File: config.mk
export PLATFORM = sky130hd
export DESIGN_NAME = uart_rx_deserializer
export DESIGN_NICKNAME = d
export VERILOG_FILES = /design/src/rtl/uart_rx_pkg.sv /design/src/rtl/uart_baud_tick_gen.sv /design/src/rtl/uart_rx_deserializer.sv
export SDC_FILE = /design/constraint.sdc
export NUM_CORES = 1
export LEC_CHECK = 0
export CAP_MARGIN = 10
export CORE_ASPECT_RATIO = 1.75
export CORE_MARGIN = 4
export CORE_UTILIZATION = 52
export DETAILED_ROUTE_END_ITERATION = 8
export GPL_TIMING_DRIVEN = 0
export PLACE_DENSITY = 0.88
export SYNTH_ARGS = -nofsm -noshare
export SYNTH_HDL_FRONTEND = slang
export SYNTH_SLANG_ARGS = --single-unit
File: constraint.sdc
create_clock -name clk -period 3.44 [get_ports clk]
set_input_delay 1.032 -clock clk [delete_from_list [all_inputs] [get_ports clk]]
set_output_delay 1.032 -clock clk [all_outputs]
set_load 0.03 [all_outputs]
File: src/rtl/uart_rx_pkg.sv
// Shared types and helpers for the UART receive path.
// Holds the receiver state encoding, the default oversample ratio and the parity helper.
package uart_rx_pkg;

  typedef enum logic [2:0] {
    IDLE   = 3'd0,
    START  = 3'd1,
    DATA   = 3'd2,
    PARITY = 3'd3,
    STOP   = 3'd4
  } rx_state_e;

  localparam int DEFAULT_OVERSAMPLE = 16;
  localparam int MAX_DATA_WIDTH     = 8;

  // Expected parity bit for a word: even parity when odd=0, odd parity when odd=1.
  function automatic logic parity_bit(input logic [MAX_DATA_WIDTH-1:0] data,
                                      input logic                      odd);
    return (^data) ^ odd;
  endfunction

endpackage

File: src/rtl/uart_baud_tick_gen.sv
// Oversample tick generator: one-cycle tick every max(div_i,1) clocks while enabled.
// clr_i restarts the count so the first tick lands a full period after a start edge.
module uart_baud_tick_gen #(
  parameter int DIV_WIDTH = 16
) (
  input  logic                 clk,
  input  logic                 rst_n,
  input  logic                 en_i,
  input  logic                 clr_i,
  input  logic [DIV_WIDTH-1:0] div_i,
  output logic                 tick_o
);

  logic [DIV_WIDTH-1:0] last_s;
  logic [DIV_WIDTH-1:0] cnt_d;
  logic [DIV_WIDTH-1:0] cnt_q;

  // Terminal count (div of zero behaves as one) and next count value.
  always_comb begin
    cnt_d = cnt_q;
    if (div_i == {DIV_WIDTH{1'b0}}) begin
      last_s = {DIV_WIDTH{1'b0}};
    end else begin
      last_s = div_i - {{(DIV_WIDTH-1){1'b0}}, 1'b1};
    end
    if (clr_i) begin
      cnt_d = {DIV_WIDTH{1'b0}};
    end else if (en_i) begin
      if (cnt_q >= last_s) begin
        cnt_d = {DIV_WIDTH{1'b0}};
      end else begin
        cnt_d = cnt_q + {{(DIV_WIDTH-1){1'b0}}, 1'b1};
      end
    end else begin
      cnt_d = {DIV_WIDTH{1'b0}};
    end
  end

  // Count register.
  always_ff @(posedge clk) begin
    if (!rst_n) begin
      cnt_q <= {DIV_WIDTH{1'b0}};
    end else begin
      cnt_q <= cnt_d;
    end
  end

  assign tick_o = en_i && !clr_i && (cnt_q == last_s);

endmodule

File: src/rtl/uart_rx_deserializer.sv
// UART receiver: synchronizes the line, oversamples each bit at its centre and rebuilds
// start/data/parity/stop frames, delivering words with flags over a valid/ready port.
module uart_rx_deserializer
  import uart_rx_pkg::*;
#(
  parameter int DATA_WIDTH = 8,
  parameter int OVERSAMPLE = DEFAULT_OVERSAMPLE,
  parameter int DIV_WIDTH  = 16
) (
  input  logic                  clk,
  input  logic                  rst_n,
  input  logic [DIV_WIDTH-1:0]  baud_div,
  input  logic                  parity_en,
  input  logic                  parity_odd,
  input  logic                  rx_in,
  output logic [DATA_WIDTH-1:0] rx_data,
  output logic                  rx_valid,
  input  logic                  rx_ready,
  output logic                  parity_err,
  output logic                  frame_err,
  output logic                  overrun_err,
  output logic                  busy
);

  localparam int SMP_W = $clog2(OVERSAMPLE);
  localparam int IDX_W = $clog2(DATA_WIDTH);
  localparam logic [SMP_W-1:0] HALF_LAST = SMP_W'(OVERSAMPLE / 2 - 1);
  localparam logic [SMP_W-1:0] FULL_LAST = SMP_W'(OVERSAMPLE - 1);
  localparam logic [IDX_W-1:0] IDX_LAST  = IDX_W'(DATA_WIDTH - 1);

  logic                  sync1_q;
  logic                  sync2_q;
  logic                  rx_s;
  logic                  tick_s;
  logic                  tick_en_s;
  logic                  start_det_s;

  rx_state_e             state_q;
  logic                  armed_q;
  logic [SMP_W-1:0]      smp_cnt_q;
  logic [IDX_W-1:0]      bit_idx_q;
  logic [DATA_WIDTH-1:0] shift_q;
  logic [DIV_WIDTH-1:0]  div_q;
  logic                  par_en_q;
  logic                  par_odd_q;
  logic                  par_err_q;
  logic                  busy_q;
  logic                  load_q;
  logic [DATA_WIDTH-1:0] ld_data_q;
  logic                  ld_perr_q;
  logic                  ld_ferr_q;

  logic [DATA_WIDTH-1:0] rx_data_q;
  logic                  rx_valid_q;
  logic                  parity_err_q;
  logic                  frame_err_q;
  logic                  overrun_q;

  // Two-flop synchronizer; resets to the idle (high) line level.
  always_ff @(posedge clk) begin
    if (!rst_n) begin
      sync1_q <= 1'b1;
      sync2_q <= 1'b1;
    end else begin
      sync1_q <= rx_in;
      sync2_q <= sync1_q;
    end
  end

  assign rx_s        = sync2_q;
  assign tick_en_s   = (state_q != IDLE);
  assign start_det_s = (state_q == IDLE) && armed_q && !rx_s;

  uart_baud_tick_gen #(
    .DIV_WIDTH (DIV_WIDTH)
  ) u_tick_gen (
    .clk    (clk),
    .rst_n  (rst_n),
    .en_i   (tick_en_s),
    .clr_i  (start_det_s),
    .div_i  (div_q),
    .tick_o (tick_s)
  );

  // Frame FSM: start qualification, mid-bit sampling, parity/stop checks, load request.
  always_ff @(posedge clk) begin
    if (!rst_n) begin
      state_q   <= IDLE;
      armed_q   <= 1'b0;
      smp_cnt_q <= {SMP_W{1'b0}};
      bit_idx_q <= {IDX_W{1'b0}};
      shift_q   <= {DATA_WIDTH{1'b0}};
      div_q     <= {DIV_WIDTH{1'b0}};
      par_en_q  <= 1'b0;
      par_odd_q <= 1'b0;
      par_err_q <= 1'b0;
      busy_q    <= 1'b0;
      load_q    <= 1'b0;
      ld_data_q <= {DATA_WIDTH{1'b0}};
      ld_perr_q <= 1'b0;
      ld_ferr_q <= 1'b0;
    end else begin
      load_q <= 1'b0;
      case (state_q)
        IDLE: begin
          armed_q <= rx_s;
          if (start_det_s) begin
            state_q   <= START;
            busy_q    <= 1'b1;
            smp_cnt_q <= {SMP_W{1'b0}};
            bit_idx_q <= {IDX_W{1'b0}};
            div_q     <= baud_div;
            par_en_q  <= parity_en;
            par_odd_q <= parity_odd;
            par_err_q <= 1'b0;
          end
        end
        START: begin
          if (tick_s) begin
            if (smp_cnt_q == HALF_LAST) begin
              smp_cnt_q <= {SMP_W{1'b0}};
              if (rx_s) begin
                state_q <= IDLE;
                busy_q  <= 1'b0;
                armed_q <= 1'b1;
              end else begin
                state_q   <= DATA;
                bit_idx_q <= {IDX_W{1'b0}};
              end
            end else begin
              smp_cnt_q <= smp_cnt_q + SMP_W'(1);
            end
          end
        end
        DATA: begin
          if (tick_s) begin
            if (smp_cnt_q == FULL_LAST) begin
              smp_cnt_q <= {SMP_W{1'b0}};
              shift_q   <= {rx_s, shift_q[DATA_WIDTH-1:1]};
              if (bit_idx_q == IDX_LAST) begin
                state_q <= par_en_q ? PARITY : STOP;
              end else begin
                bit_idx_q <= bit_idx_q + IDX_W'(1);
              end
            end else begin
              smp_cnt_q <= smp_cnt_q + SMP_W'(1);
            end
          end
        end
        PARITY: begin
          if (tick_s) begin
            if (smp_cnt_q == FULL_LAST) begin
              smp_cnt_q <= {SMP_W{1'b0}};
              par_err_q <= (rx_s != parity_bit(MAX_DATA_WIDTH'(shift_q), par_odd_q));
              state_q   <= STOP;
            end else begin
              smp_cnt_q <= smp_cnt_q + SMP_W'(1);
            end
          end
        end
        STOP: begin
          if (tick_s) begin
            if (smp_cnt_q == FULL_LAST) begin
              // A low stop leaves IDLE disarmed until the line is seen high again.
              smp_cnt_q <= {SMP_W{1'b0}};
              load_q    <= 1'b1;
              ld_data_q <= shift_q;
              ld_perr_q <= par_err_q;
              ld_ferr_q <= !rx_s;
              state_q   <= IDLE;
              busy_q    <= 1'b0;
              armed_q   <= 1'b0;
            end else begin
              smp_cnt_q <= smp_cnt_q + SMP_W'(1);
            end
          end
        end
        default: begin
          state_q <= IDLE;
          busy_q  <= 1'b0;
          armed_q <= 1'b0;
        end
      endcase
    end
  end

  // Output holding register: load, overrun drop, and valid/ready handshake.
  always_ff @(posedge clk) begin
    if (!rst_n) begin
      rx_data_q    <= {DATA_WIDTH{1'b0}};
      rx_valid_q   <= 1'b0;
      parity_err_q <= 1'b0;
      frame_err_q  <= 1'b0;
      overrun_q    <= 1'b0;
    end else begin
      overrun_q <= 1'b0;
      if (load_q) begin
        if (rx_valid_q && !rx_ready) begin
          overrun_q <= 1'b1;
        end else begin
          rx_data_q    <= ld_data_q;
          parity_err_q <= ld_perr_q;
          frame_err_q  <= ld_ferr_q;
          rx_valid_q   <= 1'b1;
        end
      end else if (rx_valid_q && rx_ready) begin
        rx_valid_q <= 1'b0;
      end else begin
        rx_valid_q <= rx_valid_q;
      end
    end
  end

  assign rx_data     = rx_data_q;
  assign rx_valid    = rx_valid_q;
  assign parity_err  = parity_err_q;
  assign frame_err   = frame_err_q;
  assign overrun_err = overrun_q;
  assign busy        = busy_q;

endmodule

==> results.sh, run 1 <==
export IMPL_status="finished, violations left"
export IMPL_violations="setup timing"
export IMPL_worstHoldStart="sync1_q$_SDFF_PN1_"
export IMPL_drc=0
export IMPL_timing_rr_end="state_q[2]$_SDFFE_PN0P_"
export IMPL_syn_inst=474
export IMPL_hold_buffers=0
export IMPL_syn_mean_instance_area_sq_um=8.64
export IMPL_drt_wl_total_um=12600
export IMPL_yosysTopAreaCell="dfxtp_1"
export IMPL_die_w_um=75.1
export IMPL_htreeDepth=3
export IMPL_vias=3964
export IMPL_cts_clk_slew_worst_paths_ns=0.07
export IMPL_cts_sinks=80
export IMPL_timing_critical_path_mode_cell="buf_4"
export IMPL_yosysMostFrequentCell="dfxtp_1"
export IMPL_avgViaCountPerCell=6.15
export IMPL_slowest_stage="or4_4"
export IMPL_setup_tns_ns=-2.07
export IMPL_synth_nets=517
export IMPL_cts_tree="yes"
export IMPL_clk_path_buf_depth=2
export IMPL_finalWorstSetupSlack_ns=-0.176
export IMPL_synth_area_sq_um=4100
export IMPL_synthFlopType="dfxtp_1"
export IMPL_clkPwrFrac_pct=40.7
export IMPL_p_int_mw=1.77
export IMPL_critPathCaptureType="flip-flop"
export IMPL_dp_slack_ns=-0.491
export IMPL_r2r_slack_ns=-0.18
export IMPL_grt_pass1_wl_um=18500
export IMPL_ys_warnings_count=0
export IMPL_crit_required_ns=3.65
export IMPL_worstSetupPathType="flip-flop to flip-flop"
export IMPL_first_global_vias=4058
export IMPL_cts_made_buffers=9
export IMPL_slew_headroom_pct=48.3
export IMPL_dp_cells=595
export IMPL_startpoint_type="flip-flop"
export IMPL_design_area_sq_um=5670
export IMPL_finalHoldViolations=0
export IMPL_io_buffers=33
export IMPL_clock_skew_ns=0.0110
export IMPL_worst_pin_slew_ns=0.775
export IMPL_crit_start="div_q[6]$_SDFFE_PN0P_"
export IMPL_core_sq_um=7620
export IMPL_min_period_ns=3.62
export IMPL_combPwrFrac_pct=21.5
export IMPL_async_reset_ff_share_pct=0
export IMPL_grt_antenna_before_repair=0
export IMPL_yosys_cell_types_count=44
export IMPL_finalCritPeriodShare_pct=105
export IMPL_antenna_cells=0
export IMPL_synth_top_area_share_pct=39.1
export IMPL_multi_input_area_sq_um=2840
export IMPL_die_h_um=125
export IMPL_dieArea_sq_um=9420
export IMPL_grt_usage_pct=25.0
export IMPL_synth_common_cells="80 x dfxtp_1, 66 x nand2_1, 48 x nor2_1"
export IMPL_switching_share_pct=28.9
export IMPL_worst_path_buf_inv=5
export IMPL_timing_rr_start="div_q[6]$_SDFFE_PN0P_"
export IMPL_use_met2_pct=44.7
export IMPL_nFillCells=475
export IMPL_pwr_share_seq_pct=37.8
export IMPL_max_cap_violations=0
export IMPL_start_util_pct=53.7
export IMPL_ys_top_cells_by_area="dfxtp_1 39%, mux2i_1 8.3%, ha_1 6.4%"
export IMPL_cp_arrival_ns=3.83
export IMPL_gr_usage_met1_pct=24.8
export IMPL_instances_no_fill=645
export IMPL_ant_nets=0
export IMPL_synth_edff_count=0
export IMPL_clock_latency_ns=0.36
export IMPL_leakage_nw=2.33
export IMPL_yosysSeqAreaShare_pct=39.1
export IMPL_busiest_layer="met2"
export IMPL_critical_path_cell_chain="or4_4 > nor3_4 > buf_4 > nand4_1 > buf_6 > buf_8 > nand2_2 > ha_4 > nand4_4 > buf_4 > or4_4 > o211ai_1 > buf_4 > a21oi_1"
export IMPL_finalSetupViolCount=26
export IMPL_hpwlAfterDp_um=7540
export IMPL_grt_max_degree=17
export IMPL_placementRows=42
export IMPL_drt_iter0_drc=255
export IMPL_regArea_sq_um=1610
export IMPL_grt_setup_unrepaired="yes"
export IMPL_slew_viol_final=0
export IMPL_hold_class="flip-flop to flip-flop"
export IMPL_peakVddDrop_mv=0.466
export IMPL_placedInstanceArea_sq_um=4540
export IMPL_nets=595
export IMPL_fmax_mhz=277
export IMPL_cts_root_buffer="clkbuf_16"
export IMPL_area_delta_synth_final_pct=38.6
export IMPL_io_pins=35
export IMPL_p_switching_uw=723
export IMPL_crit_family="simple AND/OR/NAND/NOR gates"
export IMPL_gp_congestion=0.916
export IMPL_drive_gt1_share_pct=21.7
export IMPL_synth_seq_cells=80
export IMPL_crit_fanout=5
export IMPL_p_per_area_nw_per_um2=440
export IMPL_slowest_delay_ns=0.58
export IMPL_ff2ff_path_depth=14
export IMPL_min_to="rx_s$_SDFF_PN1_"
export IMPL_dr_pass1_iters=5
export IMPL_min_path_cells=1
export IMPL_use_met3_pct=6.83
export IMPL_wl_per_cell_um=19.5
export IMPL_grt_overflow_total=0
## worst max-delay path by stage
stage | slack, ns | to | cells past startpoint
after floorplan | 0.23 | armed_q$_SDFFE_PN0P_ | 12
after global placement | -0.29 | shift_q[4]$_SDFFE_PN0P_ | 12
after detailed placement | -0.49 | shift_q[5]$_SDFFE_PN0P_ | 12
after CTS | -0.03 | shift_q[7]$_SDFFE_PN0P_ | 12
after global routing | -0.34 | state_q[2]$_SDFFE_PN0P_ | 14
final | -0.18 | state_q[2]$_SDFFE_PN0P_ | 14
## power by group through the flow
stage                     registers (mW)  logic (mW)  clock network [mW]
after floorplan                    0.962       0.180                   0
after global placement             0.963       0.244                   0
after detailed placement           0.964       0.255                   0
after CTS                          0.942       0.352                1.01
after global routing               0.943       0.570                1.06
final                              0.943       0.538                1.02
## cell families (layout without fill, tap and decap cells)
group / after synthesis / count (layout) / synth area share (%)
AOI/OAI and AO/OA: 63 / 63 / 8.95
xor gates and xnor gates: 36 / 36 / 7.70
adders and majority gates: 21 / 21 / 6.42
buffers and inverters: 29 / 112 / 2.84
DFF: 80 / 80 / 39.1
muxes: 34 / 34 / 8.31
and+or+nand+nor: 211 / 211 / 26.7
## layout make-up
cell class                 count  area share, %
buffer                        20           2.34
clock buffer                   9           3.97
clock inverter                 7           1.50
inverter                       8          0.529
multi-input combinational    365           50.1
sequential                    80           28.4
tap                           88           1.94
timing repair buffer          68           11.3
## cells in the final DEF (no fill, tap or decap), drive strengths merged, types with 2 or more instances in the layout
| cell | instances |
|---|---|
| dfxtp | 80 |
| nand2 | 66 |
| nor2 | 48 |
| buf | 41 |
| mux2i | 34 |
| a21oi | 34 |
| clkdlybuf4s50 | 33 |
| clkbuf | 23 |
| xnor2 | 22 |
| nand3 | 22 |
| ha | 21 |
| xor2 | 14 |
| nor3 | 14 |
| nor4b | 13 |
| inv | 11 |
| nand4 | 10 |
| o21ai | 10 |
| nor4 | 7 |
| nand2b | 6 |
| and3 | 6 |
| nor2b | 4 |
| nand3b | 4 |
| o211ai | 4 |
| or4 | 3 |
| a21o | 3 |
| clkinv | 3 |
| and2 | 3 |
| a31oi | 3 |
| a21boi | 2 |
| nor4bb | 2 |
| o31ai | 2 |
## flip-flops by register name, indices dropped and copies added, names as in the netlist, 3 cells and up
name / flops
bit_idx_q: 3
state_q: 3
shift_q: 8
smp_cnt_q: 4
div_q: 16
ld_data_q: 8
u_tick_gen.cnt_q: 16
rx_data: 8
## metrics by stage
| stage | util (%) | hold slack, ns | power (mW) |
|---|---|---|---|
| after floorplan | - | 0.386 | 1.14 |
| final | 74.5 | 0.423 | 2.50 |
| after global placement | 59.5 | 0.390 | 1.21 |
| after global routing | 74.5 | 0.454 | 2.57 |
| after detailed placement | 59.5 | 0.412 | 1.22 |
| after CTS | 66.8 | 0.430 | 2.30 |
## repair_timing
action / 4_1_cts / 5_1_grt
cloned: 1 / 2
gates resized for setup: 31 / 83
setup endpoints to repair: 47 / 47
buffers inserted: 12 / 21
pin swaps: 9 / 23
## layer usage
layer / part of all wire, % / vias up / wire length [um]
met2: 55 / 169 / 6940
met4: 5.6 / 0 / 707
met1: 35 / 1906 / 4350
met5: 0 / - / 0
li1: - / 1827 / -
met3: 4.8 / 62 / 611
## worst reg2reg max path, delay by kind of cell (launching register included)
| kind | cells | cell delay, ns |
|---|---|---|
| simple gates | 6 | 1.73 |
| buf+inv | 5 | 0.84 |
| compound gates | 2 | 0.38 |
| flops | 1 | 0.36 |
| fa+ha+maj | 1 | 0.15 |
(Power assumes the default switching activity.)
==> run 2, diff against run 1 <==
--- a/config.mk
+++ b/config.mk
@@ -8,10 +8,11 @@
 export CAP_MARGIN = 10
 export CORE_ASPECT_RATIO = 1.75
 export CORE_MARGIN = 4
-export CORE_UTILIZATION = 52
+export CORE_UTILIZATION = 54
+export CTS_BUF_LIST = sky130_fd_sc_hd__clkbuf_4
 export DETAILED_ROUTE_END_ITERATION = 8
 export GPL_TIMING_DRIVEN = 0
-export PLACE_DENSITY = 0.88
+export PLACE_DENSITY = 0.9
 export SYNTH_ARGS = -nofsm -noshare
 export SYNTH_HDL_FRONTEND = slang
 export SYNTH_SLANG_ARGS = --single-unit
==> run 2 against run 1 <==
Compared with the run above: clock-buffer cell count is the same; largest cell class unchanged; wire length shrank 4.4%; register-to-register slack gained 0.05 ns; sequential share of layout area grew 2.2 points; the run still ends with setup timing left; worst setup slack gained 0.048 ns; total power shrank 21%; die area shrank 3.4%; non-clock buffer count shrank 11; critical path type unchanged; global-route usage shrank 0.66 points; cell count shrank 2.0%; hold slack gained 0.029 ns.
==> results.sh, run 2 (synthesis gave the netlist of run 1 again) <==
export IMPL_slew_headroom_pct=45.4
export IMPL_hold_class="flip-flop to flip-flop"
export IMPL_use_met2_pct=45.1
export IMPL_gr_usage_met1_pct=23.1
export IMPL_clock_latency_ns=0.48
export IMPL_busiest_layer="met2"
export IMPL_grt_usage_pct=24.3
export IMPL_dieArea_sq_um=9100
export IMPL_crit_required_ns=3.81
export IMPL_violations="setup timing"
export IMPL_finalWorstSetupSlack_ns=-0.128
export IMPL_first_global_vias=3851
export IMPL_leakage_nw=2.13
export IMPL_finalSetupViolCount=28
export IMPL_design_area_sq_um=5250
export IMPL_grt_overflow_total=0
export IMPL_total_power_mw=1.98
export IMPL_timing_rr_start="div_q[5]$_SDFFE_PN0P_"
export IMPL_drive_gt1_share_pct=17.4
export IMPL_regArea_sq_um=1610
export IMPL_nets=584
export IMPL_peakVddDrop_mv=0.371
export IMPL_start_util_pct=56.2
export IMPL_dr_pass1_iters=5
export IMPL_vias=4005
export IMPL_worst_pin_slew_ns=0.819
export IMPL_crit_start="div_q[5]$_SDFFE_PN0P_"
export IMPL_placementRows=41
export IMPL_startpoint_type="flip-flop"
export IMPL_finalHoldViolations=0
export IMPL_final_cell_mix="78 x dfxtp_1, 63 x nand2_1, 48 x nor2_1"
export IMPL_max_cap_violations=0
export IMPL_wl_per_cell_um=19.1
export IMPL_hpwlAfterDp_um=7280
export IMPL_nFillCells=492
export IMPL_cts_tree="yes"
export IMPL_cts_root_buffer="clkbuf_4"
export IMPL_min_period_ns=3.57
export IMPL_cp_arrival_ns=3.94
export IMPL_worstSetupPathType="flip-flop to flip-flop"
export IMPL_clock_skew_ns=0.0195
export IMPL_holdWs_ns=0.452
export IMPL_antenna_cells=0
export IMPL_cts_sinks=80
export IMPL_htreeDepth=3
export IMPL_p_per_area_nw_per_um2=378
export IMPL_hold_buffers=0
export IMPL_finalCritPeriodShare_pct=104
export IMPL_area_delta_synth_final_pct=28.1
export IMPL_ant_nets=0
export IMPL_final_common_cell="dfxtp_1"
export IMPL_fmax_mhz=280
export IMPL_clk_path_buf_depth=2
export IMPL_slew_viol_final=0
export IMPL_multi_input_area_sq_um=2720
export IMPL_critPathCaptureType="flip-flop"
export IMPL_crit_fanout=7
export IMPL_io_buffers=33
export IMPL_grt_setup_unrepaired="yes"
export IMPL_drt_iter0_drc=280
export IMPL_grt_antenna_before_repair=0
export IMPL_die_w_um=73.8
export IMPL_reg_top3="div_q (16), u_tick_gen.cnt_q (16)"
export IMPL_grt_pass1_wl_um=17200
export IMPL_die_h_um=123
export IMPL_avgViaCountPerCell=6.34
export IMPL_io_pins=35
export IMPL_status="finished, violations left"
export IMPL_core_sq_um=7280
export IMPL_gp_congestion=0.934
export IMPL_drc=0
export IMPL_cts_made_buffers=9
export IMPL_grt_max_degree=18
export IMPL_drt_wl_total_um=12100
export IMPL_cts_clk_slew_worst_paths_ns=0.14
export IMPL_use_met3_pct=5.78
export IMPL_placedInstanceArea_sq_um=4530
export IMPL_worstHoldStart="sync1_q$_SDFF_PN1_"
## run 2: changes by cell type in the layout (fill, tap and decap cells not counted), sizes merged
cell / delta
clkinv: -2
inv: +2
buf: -10
clkinvlp: +1
clkbuf: -1
bufinv: -1
## run 2: power breakdown
part / internal (mW) / switching, mW / total, mW
Sequential: 0.934 / 0.0107 / 0.945
Combinational: 0.222 / 0.252 / 0.474
Clock: 0.167 / 0.399 / 0.566
Total: 1.32 / 0.661 / 1.98
## run 2: stage by stage
stage          setup slack, ns  TNS [ns]  utilization (%)  instances
2_1_floorplan            0.230         0                -        474
3_3_place_gp            -0.341     -8.07             62.2        593
3_5_place_dp            -0.500    -15.11             62.2        593
4_1_cts               -0.00888   -0.0346             66.8        615
5_1_grt                 -0.236     -6.34             72.0        632
6_report                -0.128     -1.27             72.0        632
## run 2: critical path, stage by stage (launching register included)
cell	delay, ns
dfxtp_4	0.37
or4_4	0.57
nor3_4	0.22
nand4_1	0.24
buf_4	0.24
nand2_1	0.07
ha_1	0.15
nand4_1	0.27
or4_4	0.64
buf_6	0.16
o211ai_1	0.27
o31ai_2	0.13
mux2i_1	0.14
## run 2: what timing repair did
item,4_1_cts,5_1_grt
endpoints found under the setup margin,47,46
gates resized for setup,30,50
setup buffers,6,16
gates cloned,0,1
pin swaps,8,8
## run 2: layout make-up
cell class	instances	area share, %
Inverter	8	0.572
Multi-Input combinational cell	365	51.8
Clock buffer	9	1.29
Sequential cell	80	30.6
Buffer	21	2.62
Timing Repair Buffer	56	9.73
Tap cell	86	2.05
Clock inverter	7	1.29
## run 2: worst paths after layout
check	slack, ns	end	cells past startpoint
max	-0.13	armed_q$_SDFFE_PN0P_	12
min	0.45	rx_s$_SDFF_PN1_	1
max reg2reg	-0.13	armed_q$_SDFFE_PN0P_	12
min reg2reg	0.45	rx_s$_SDFF_PN1_	1
## run 2: layer usage
layer / up-vias / share of wire [%] / routed length [um]
met3: 85 / 6.3 / 756
met1: 1897 / 34 / 4110
met2: 222 / 53 / 6370
li1: 1801 / - / -
met4: 0 / 6.8 / 820
met5: - / 0 / 0
